<file path="config.mk">
export PLATFORM = sky130hd
export DESIGN_NAME = wb_master_arbiter
export DESIGN_NICKNAME = d
export VERILOG_FILES = /design/src/rtl/wb_pkg.sv /design/src/rtl/wb_watchdog.sv /design/src/rtl/wb_master_arbiter.sv
export SDC_FILE = /design/constraint.sdc
export NUM_CORES = 1
export LEC_CHECK = 0
export BUFFER_PORTS_ARGS = -buffer_cell sky130_fd_sc_hd__buf_2
export CORE_AREA = 4 4 127 129
export DETAILED_ROUTE_END_ITERATION = 10
export DIE_AREA = 0 0 131 133
export PLACE_DENSITY = 0.53
export SYNTH_ARGS = -nofsm -noshare
export SYNTH_HDL_FRONTEND = slang
export SYNTH_HIERARCHICAL = 1
export SYNTH_SLANG_ARGS = --single-unit
</file>
<file path="constraint.sdc">
create_clock -name CLK_I -period 2 [get_ports CLK_I]
set_input_delay 0.2 -clock CLK_I [delete_from_list [all_inputs] [get_ports CLK_I]]
set_output_delay 0.2 -clock CLK_I [all_outputs]
set_load 0.005 [all_outputs]
</file>
<file path="src/rtl/wb_pkg.sv">
// wb_pkg: constants and types shared by the Wishbone arbiter files.
//   - CTI cycle-type codes (classic, constant-address, incrementing, end-of-burst)
//   - BTE burst-type codes (linear, 4/8/16-beat wrap)
//   - Arbiter state encoding (IDLE, GNT0, GNT1)
package wb_pkg;

    localparam logic [2:0] CTI_CLASSIC = 3'b000;
    localparam logic [2:0] CTI_CONST   = 3'b001;
    localparam logic [2:0] CTI_INCR    = 3'b010;
    localparam logic [2:0] CTI_EOB     = 3'b111;

    localparam logic [1:0] BTE_LINEAR  = 2'b00;
    localparam logic [1:0] BTE_WRAP4   = 2'b01;
    localparam logic [1:0] BTE_WRAP8   = 2'b10;
    localparam logic [1:0] BTE_WRAP16  = 2'b11;

    typedef enum logic [1:0] {
        IDLE = 2'd0,
        GNT0 = 2'd1,
        GNT1 = 2'd2
    } arb_state_t;

endpackage

</file>
<file path="src/rtl/wb_watchdog.sv">
// wb_watchdog: stall detector for the shared Wishbone bus.
//   clk   in  system clock
//   rst_n in  asynchronous reset, active-low
//   stb   in  slave-side strobe currently asserted
//   term  in  any slave termination (ACK, ERR or RTY) this cycle
//   fire  out one-cycle pulse on the TIMEOUT-th consecutive unterminated strobe cycle
module wb_watchdog
    import wb_pkg::*;
#(
    parameter int TIMEOUT = 256,
    parameter int CNT_W   = 8
) (
    input  logic clk,
    input  logic rst_n,
    input  logic stb,
    input  logic term,
    output logic fire
);

    localparam logic [CNT_W-1:0] LAST_COUNT = CNT_W'(TIMEOUT - 1);

    logic [CNT_W-1:0] count;

    // A real termination in the final cycle wins, so the forced error is suppressed then.
    assign fire = stb & ~term & (count == LAST_COUNT);

    // Count unterminated strobe cycles; restart after a fire so a master that keeps
    // strobing gets another full window before the next forced error.
    always_ff @(posedge clk or negedge rst_n) begin
        if (!rst_n) begin
            count <= '0;
        end else if (!stb || term || fire) begin
            count <= '0;
        end else begin
            count <= count + CNT_W'(1);
        end
    end

endmodule

</file>
<file path="src/rtl/wb_master_arbiter.sv">
// wb_master_arbiter: two-master round-robin Wishbone B3 arbiter.
//   CLK_I, reset_n                  clock and asynchronous active-low reset
//   mN_CYC/STB/WE/ADR/DAT/SEL/CTI/BTE_I  request side of master N (N = 0, 1)
//   mN_DAT_O                        slave read data, broadcast to both masters
//   mN_ACK/ERR/RTY_O                terminations, delivered only to the granted master
//   s_*_O                           slave-side bus, driven by the granted master, zero when idle
//   s_DAT_I, s_ACK/ERR/RTY_I        slave response
//   grant_o                         one-hot grant, 2'b00 when idle
//   timeout_o                       one-cycle pulse when the watchdog forces ERR
module wb_master_arbiter
    import wb_pkg::*;
#(
    parameter int TIMEOUT = 256,
    parameter int CNT_W   = 8
) (
    input  logic        CLK_I,
    input  logic        reset_n,
    input  logic        m0_CYC_I,
    input  logic        m0_STB_I,
    input  logic        m0_WE_I,
    input  logic [29:0] m0_ADR_I,
    input  logic [31:0] m0_DAT_I,
    input  logic [3:0]  m0_SEL_I,
    input  logic [2:0]  m0_CTI_I,
    input  logic [1:0]  m0_BTE_I,
    output logic [31:0] m0_DAT_O,
    output logic        m0_ACK_O,
    output logic        m0_ERR_O,
    output logic        m0_RTY_O,
    input  logic        m1_CYC_I,
    input  logic        m1_STB_I,
    input  logic        m1_WE_I,
    input  logic [29:0] m1_ADR_I,
    input  logic [31:0] m1_DAT_I,
    input  logic [3:0]  m1_SEL_I,
    input  logic [2:0]  m1_CTI_I,
    input  logic [1:0]  m1_BTE_I,
    output logic [31:0] m1_DAT_O,
    output logic        m1_ACK_O,
    output logic        m1_ERR_O,
    output logic        m1_RTY_O,
    output logic        s_CYC_O,
    output logic        s_STB_O,
    output logic        s_WE_O,
    output logic [29:0] s_ADR_O,
    output logic [31:0] s_DAT_O,
    output logic [3:0]  s_SEL_O,
    output logic [2:0]  s_CTI_O,
    output logic [1:0]  s_BTE_O,
    input  logic [31:0] s_DAT_I,
    input  logic        s_ACK_I,
    input  logic        s_ERR_I,
    input  logic        s_RTY_I,
    output logic [1:0]  grant_o,
    output logic        timeout_o
);

    arb_state_t state;
    logic       last;
    logic       term;
    logic       fire;

    // Grant FSM. Every grant passes through IDLE, so the grant decision is always made
    // with a fresh look at both requests. "last" remembers who was served most recently
    // so that the other master wins a tie.
    always_ff @(posedge CLK_I or negedge reset_n) begin
        if (!reset_n) begin
            state   <= IDLE;
            grant_o <= 2'b00;
            last    <= 1'b1;
        end else begin
            case (state)
                IDLE: begin
                    if (m0_CYC_I && (!m1_CYC_I || last)) begin
                        state   <= GNT0;
                        grant_o <= 2'b01;
                    end else if (m1_CYC_I && (!m0_CYC_I || !last)) begin
                        state   <= GNT1;
                        grant_o <= 2'b10;
                    end
                end
                GNT0: begin
                    if (!m0_CYC_I) begin
                        state   <= IDLE;
                        grant_o <= 2'b00;
                        last    <= 1'b0;
                    end
                end
                GNT1: begin
                    if (!m1_CYC_I) begin
                        state   <= IDLE;
                        grant_o <= 2'b00;
                        last    <= 1'b1;
                    end
                end
                default: begin
                    state   <= IDLE;
                    grant_o <= 2'b00;
                end
            endcase
        end
    end

    // Slave-side mux: the granted master drives the bus, nothing drives it while idle.
    always_comb begin
        s_CYC_O = 1'b0;
        s_STB_O = 1'b0;
        s_WE_O  = 1'b0;
        s_ADR_O = '0;
        s_DAT_O = '0;
        s_SEL_O = '0;
        s_CTI_O = '0;
        s_BTE_O = '0;
        case (state)
            GNT0: begin
                s_CYC_O = m0_CYC_I;
                s_STB_O = m0_STB_I;
                s_WE_O  = m0_WE_I;
                s_ADR_O = m0_ADR_I;
                s_DAT_O = m0_DAT_I;
                s_SEL_O = m0_SEL_I;
                s_CTI_O = m0_CTI_I;
                s_BTE_O = m0_BTE_I;
            end
            GNT1: begin
                s_CYC_O = m1_CYC_I;
                s_STB_O = m1_STB_I;
                s_WE_O  = m1_WE_I;
                s_ADR_O = m1_ADR_I;
                s_DAT_O = m1_DAT_I;
                s_SEL_O = m1_SEL_I;
                s_CTI_O = m1_CTI_I;
                s_BTE_O = m1_BTE_I;
            end
            default: ;
        endcase
    end

    assign term = s_ACK_I | s_ERR_I | s_RTY_I;

    wb_watchdog #(
        .TIMEOUT(TIMEOUT),
        .CNT_W  (CNT_W)
    ) u_watchdog (
        .clk  (CLK_I),
        .rst_n(reset_n),
        .stb  (s_STB_O),
        .term (term),
        .fire (fire)
    );

    assign timeout_o = fire;

    assign m0_DAT_O = s_DAT_I;
    assign m1_DAT_O = s_DAT_I;

    // The watchdog error is merged into ERR so the stalled master sees an ordinary
    // bus error; the grant itself is untouched.
    assign m0_ACK_O = (state == GNT0) & s_ACK_I;
    assign m0_ERR_O = (state == GNT0) & (s_ERR_I | fire);
    assign m0_RTY_O = (state == GNT0) & s_RTY_I;
    assign m1_ACK_O = (state == GNT1) & s_ACK_I;
    assign m1_ERR_O = (state == GNT1) & (s_ERR_I | fire);
    assign m1_RTY_O = (state == GNT1) & s_RTY_I;

endmodule

</file>
* After elaboration in Yosys (flattened, before gate mapping)
Index checks and enable logic that the tools add are counted.
** Word-level totals
- Register bits :: 11
- Input port bits :: 185
- Output and inout bits :: 147
- Logic and storage cells :: 53
** Operators by class
- Add/sub/neg operators :: 1
- Equality and inequality tests :: 6
- Multiplexer cells :: 17
- Bitwise logic cells :: 12
- Reduce and logical (&&, ||, !) cells :: 14
** Operator list (number)
- $pmux 32 s2 :: 1
- $pmux 30 s2 :: 1
- $add 8x1->8 const B :: 1
- $and 1x1->1 :: 8
- $eq 8x8->1 const B :: 1
- $mux 2 :: 4
- $mux 8 :: 1
- $pmux 1 s2 :: 4
- $pmux 4 s2 :: 1
- $pmux 2 s3 :: 1
- $pmux 3 s2 :: 1
- $reduce_and 3->1 :: 2
- $logic_not 1->1 :: 4
- $logic_or 1x1->1 :: 4
- $ne 2x2->1 const B :: 2
- $pmux 2 s2 :: 1
- $ne 3x3->1 const B :: 1
- $or 1x1->1 :: 3
- $eq 2x1->1 const B :: 1
- $eq 2x2->1 const B :: 1
- $logic_and 1x1->1 :: 2
- $logic_not 2->1 :: 1
- $mux 1 :: 2
- $reduce_bool 2->1 :: 1
- $not 1->1 :: 1

* Logic depth before layout (Yosys ltp)
- Depth in word-level cells :: 7
- Mapped depth :: 9
- Depth with buffers taken out :: 7

* Hierarchy
The synthesis kept the hierarchy.
** By module, submodules not included
- wb_master_arbiter :: instances 1, cells an instance 264, area each 2064.5 µm², seq. area each 76.3 µm²
- wb_watchdog :: instances 1, cells an instance 40, area each 397.9 µm², seq. area each 200.2 µm²

* Worst setup path after synthesis
Ideal clock, no wire load.
- Path type :: register to output
- Start point :: reg state[1]
- End point :: out m0_ERR_O
- Arrival :: 1760 ps
- Required time :: 1800 ps
- Setup slack :: 40 ps
- Cell stages (with the launch flop) :: 9
- Path buffers :: 2
- Path through :: dfrtp_1 > inv_1 > ha_1 > buf_2 > buf_2 > nor2b_1 > nand2b_1 > nor2_1 > o21a_1
** On the way
- Longest elaborated chain between the ends :: 6
- Elaborated cells between the ends (all ways) :: 7
- Classes of those cells :: 2 x eq/ne; 1 x mux; 4 x bitwise
** Ends and longest elaborated chain
- start: declaration :: line wb_master_arbiter.sv:58 : arb_state_t state;
- start signal: assignment :: line wb_master_arbiter.sv:68 : state <= IDLE;
- start signal: assignment :: line wb_master_arbiter.sv:75 : state <= GNT0;
- start signal: assignment :: line wb_master_arbiter.sv:78 : state <= GNT1;
- $eq 2x2->1 or $eq 2x1->1 (tied branches) :: line wb_master_arbiter.sv:114 : case (state)
- $pmux 1 s2 * :: line wb_master_arbiter.sv:114
- named net s_STB_O :: line wb_master_arbiter.sv:43 : output logic s_STB_O,
- $and 1x1->1 * (2 in a row) :: line wb_watchdog.sv:25 : assign fire = stb & ~term & (count == LAST_COUNT);
- named net timeout_o :: line wb_master_arbiter.sv:55 : output logic timeout_o
- $or 1x1->1 * :: line wb_master_arbiter.sv:160 : assign m0_ERR_O = (state == GNT0) & (s_ERR_I | fire);
- $and 1x1->1 * :: line wb_master_arbiter.sv:160
- end: declaration :: line wb_master_arbiter.sv:28 : output logic m0_ERR_O,
The timed path passes the listed nets; every way through them passes the cells marked *.

* Worst setup path after layout
- Start point :: reg state[1]
- End point :: out s_DAT_O[9]
** On the way
- Longest elaborated chain between the ends :: 2
- Elaborated cells between the ends (all ways) :: 3
- Classes of those cells :: 2 x eq/ne; 1 x mux
** Ends and longest elaborated chain
- $eq 2x2->1 or $eq 2x1->1 (tied branches) :: line wb_master_arbiter.sv:114
- $pmux 32 s2 * :: line wb_master_arbiter.sv:114
- end: declaration :: line wb_master_arbiter.sv:46 : output logic [31:0] s_DAT_O,
Every way passes the cells marked *; elsewhere a longest branch is shown, timed or not.

==> qor.txt <==
Final min period = 1.89 ns
Root Driver = clkbuf_16
R2R setup slack = 0.36 ns
Port Buffers = 235
Worst r2r src = state[1]
H-tree levels = 1
ANT cells = 0
Cell variety after synth = 36
Area contributors post-synth = buf_4 (20%), nor2b_1 (16%), a22oi_1 (16%)
Setup_tns = 0 ns
CTS tree = done
Detail Placement HPWL = 8010 um
Drt via density = 4.13
Mapped Area = 2460 sq um
Final cell count without fillers = 654
Syn Nets = 494
Capturing point of the worst reg2reg path = u_watchdog/count[7]
Hold slack = 0.281 ns
Setup violators final = 0
Post-route ant nets = 0
Power per cell area = 1020 nW/um^2
Slew Viols, Final = 0
Total gr overflow = 0
Num rows = 45
CP endpoint = s_DAT_O[9]
CTS Buffer Depth = 2
Tcrit/Tclk final = 94.5%
Die width = 131 um
Initial antenna violation count = 0
Worst-Skew Late Latency = 0.24 ns
Remaining DRCs = 0
Layout cells sized above 1 = 62.7%
Status = finished clean
Crit path DAT = 1.69 ns
Post-Synthesis Cells = 304
Synth Area in Simple Gates = 25.4%
Share of the synthesized area in the top cell type = 20.4%
Largest net degree at the start of global routing = 45
Die Span Y = 133 um
Post-synthesis xor/xnor area fraction = 1.07%
CP required = 1.80 ns
Wirelength per Cell = 14.8 um
Biggest area consumer among synthesized cells = buf_4
Critical Path Start Type = flip-flop
CP Launch Point = state[1]
Mux contribution to synthesized area = 0%
DP Area = 3330 sq um
Synth Area in Adders = 2.54%
Hold Crit Class = input pin to flip-flop
Max-Cap Viols = 0
Commonest non-fill, non-tap cell in the layout = buf_2
P&R area growth vs syn = 41.0%
Rel. slew slack = 75.7%
Clock Sinks = 11
GP Congestion = 0.759
First DRT Iteration DRCs = 71
Tot GR Track Use = 9.72%
Die Area = 17400 sq um
Most frequent cells in the layout = buf_2 (235), nor2b_1 (63), a22oi_1 (52)
Synth Area in Compound Gates = 32.1%
Actual transition at the worst max-transition pin = 0.364 ns
R2R cell count = 8
Max Freq = 529 MHz
Cts bufs inserted = 3
Peak VDD IR = 510 uV
Final instance area = 3470 sq um
Post-Route WL = 9660 um
First-pass GRT wire length = 13800 um
Core area = 15000 sq um
Io pins = 332
Crit. End Element = output pin
Placed cell count = 647
RSZ-0062 raised after global routing = yes
Synth Register Bits = 11
Starting Density = 16.4%
CP Class = flip-flop to output pin
Vias = 2702
Seq/Total Area, Yosys = 11.2%
Clock Skews = 0.00243 ns
DRT Pass-1 Iters = 4
Vias in the first global route = 2584
Syn avg cell area = 8.10 sq um
Yosys warns = 6
Worst-path clk slew = 0.04 ns
Crit-path max FO = 44
Final count of hold timing violations = 0
Main combinational cell family by area after synthesis = compound AO/OA/AOI/OAI gates
Leakage power = 1.69 nW
Hold path cells = 2
Final #Nets = 657
-- registers in the layout, indices dropped and copies added, names as in the netlist --
name,count
state,2
last,1
u_watchdog/count,8
-- worst max-delay path, cell delays in order, from the launching register on --
cell and delay (ns):
dfrtp_1 0.37, inv_1 0.13, ha_4 0.18, buf_6 0.31
a22oi_1 0.16, nor2b_1 0.14, buf_2 0.13
-- metal layers --
metal  GRT usage [%]  share of wire [%]  up-vias
met4            2.69                1.7        0
met1            11.2                 38     1221
met3            1.98                9.3       20
met2            17.9                 51      129
li1                -                  -     1332
met5               0                  0        -
-- kinds of logic after synthesis --
family	count (synthesis)
fa+ha+maj	5
xor+xnor	3
simple gates	99
flops	11
compound gates	91
buf+inv	95
-- cells in the mapped netlist --
library cell / n
a311oi_1: 1
nand4_1: 2
a22oi_1: 53
a41o_1: 2
nand2b_1: 3
a31o_2: 1
buf_6: 7
o21ai_0: 3
and2_1: 4
inv_1: 6
dfrtp_1: 10
buf_4: 67
nor2_1: 6
nor2b_1: 64
a22oi_4: 1
a22oi_2: 20
xor2_1: 2
a21boi_0: 1
or3_1: 3
a21oi_1: 3
buf_8: 1
and4_4: 1
a31oi_1: 1
nand2_1: 2
clkbuf_1: 6
o2111ai_1: 1
ha_1: 5
nor2b_2: 10
dfstp_2: 1
nand3_1: 3
xnor2_1: 1
o21a_1: 2
a21o_1: 1
a21oi_2: 1
nor3_1: 1
buf_2: 8
-- per-stage QoR --
stage | setup slack, ns | utilization (%) | power (mW)
floorplan | 0.0404 | - | 2.27
global placement | 0.174 | 22.2 | 3.11
detailed placement | 0.125 | 22.2 | 3.11
CTS | 0.0165 | 23.0 | 3.56
global route | -0.00312 | 23.1 | 3.85
finish | 0.109 | 23.1 | 3.53
-- repair_timing --
action / 4_1_cts / 5_1_grt
gates resized for setup: 5 / 4
buffers inserted: 2 / 0
endpoints found under the hold margin: 10 / 0
pin swaps: 0 / 2
hold buffers: 1 / 0
endpoints found under the setup margin: 53 / 40
-- where the power goes --
part           total [mW]  internal (mW)  switching [mW]
clock network       0.371          0.265           0.106
registers           0.276          0.259          0.0174
logic                2.88           1.44            1.44
total                3.53           1.96            1.56
-- area by class of cell --
type                       count  area, sq um
sequential                    11          277
clock buffer                   3         75.1
clock inverter                 1         5.00
fill                        1713        11600
timing repair buffer         247         1310
multi-input combinational    198         1550
inverter                       6         22.5
tap                          188          235
-- worst min-delay path by stage --
| stage | to | startpoint | slack (ns) |
|---|---|---|---|
| 4_1_cts | state[1] | m1_CYC_I | 0.27 |
| 5_1_grt | state[1] | m1_CYC_I | 0.28 |
| 3_3_place_gp | u_watchdog/count[7] | reset_n | 0.09 |
| 2_1_floorplan | state[0] | reset_n | -0.1 |
| 3_5_place_dp | u_watchdog/count[7] | reset_n | 0.1 |
| 6_report | state[1] | m1_CYC_I | 0.28 |
No activity file was read; power rests on OpenSTA's default activity.
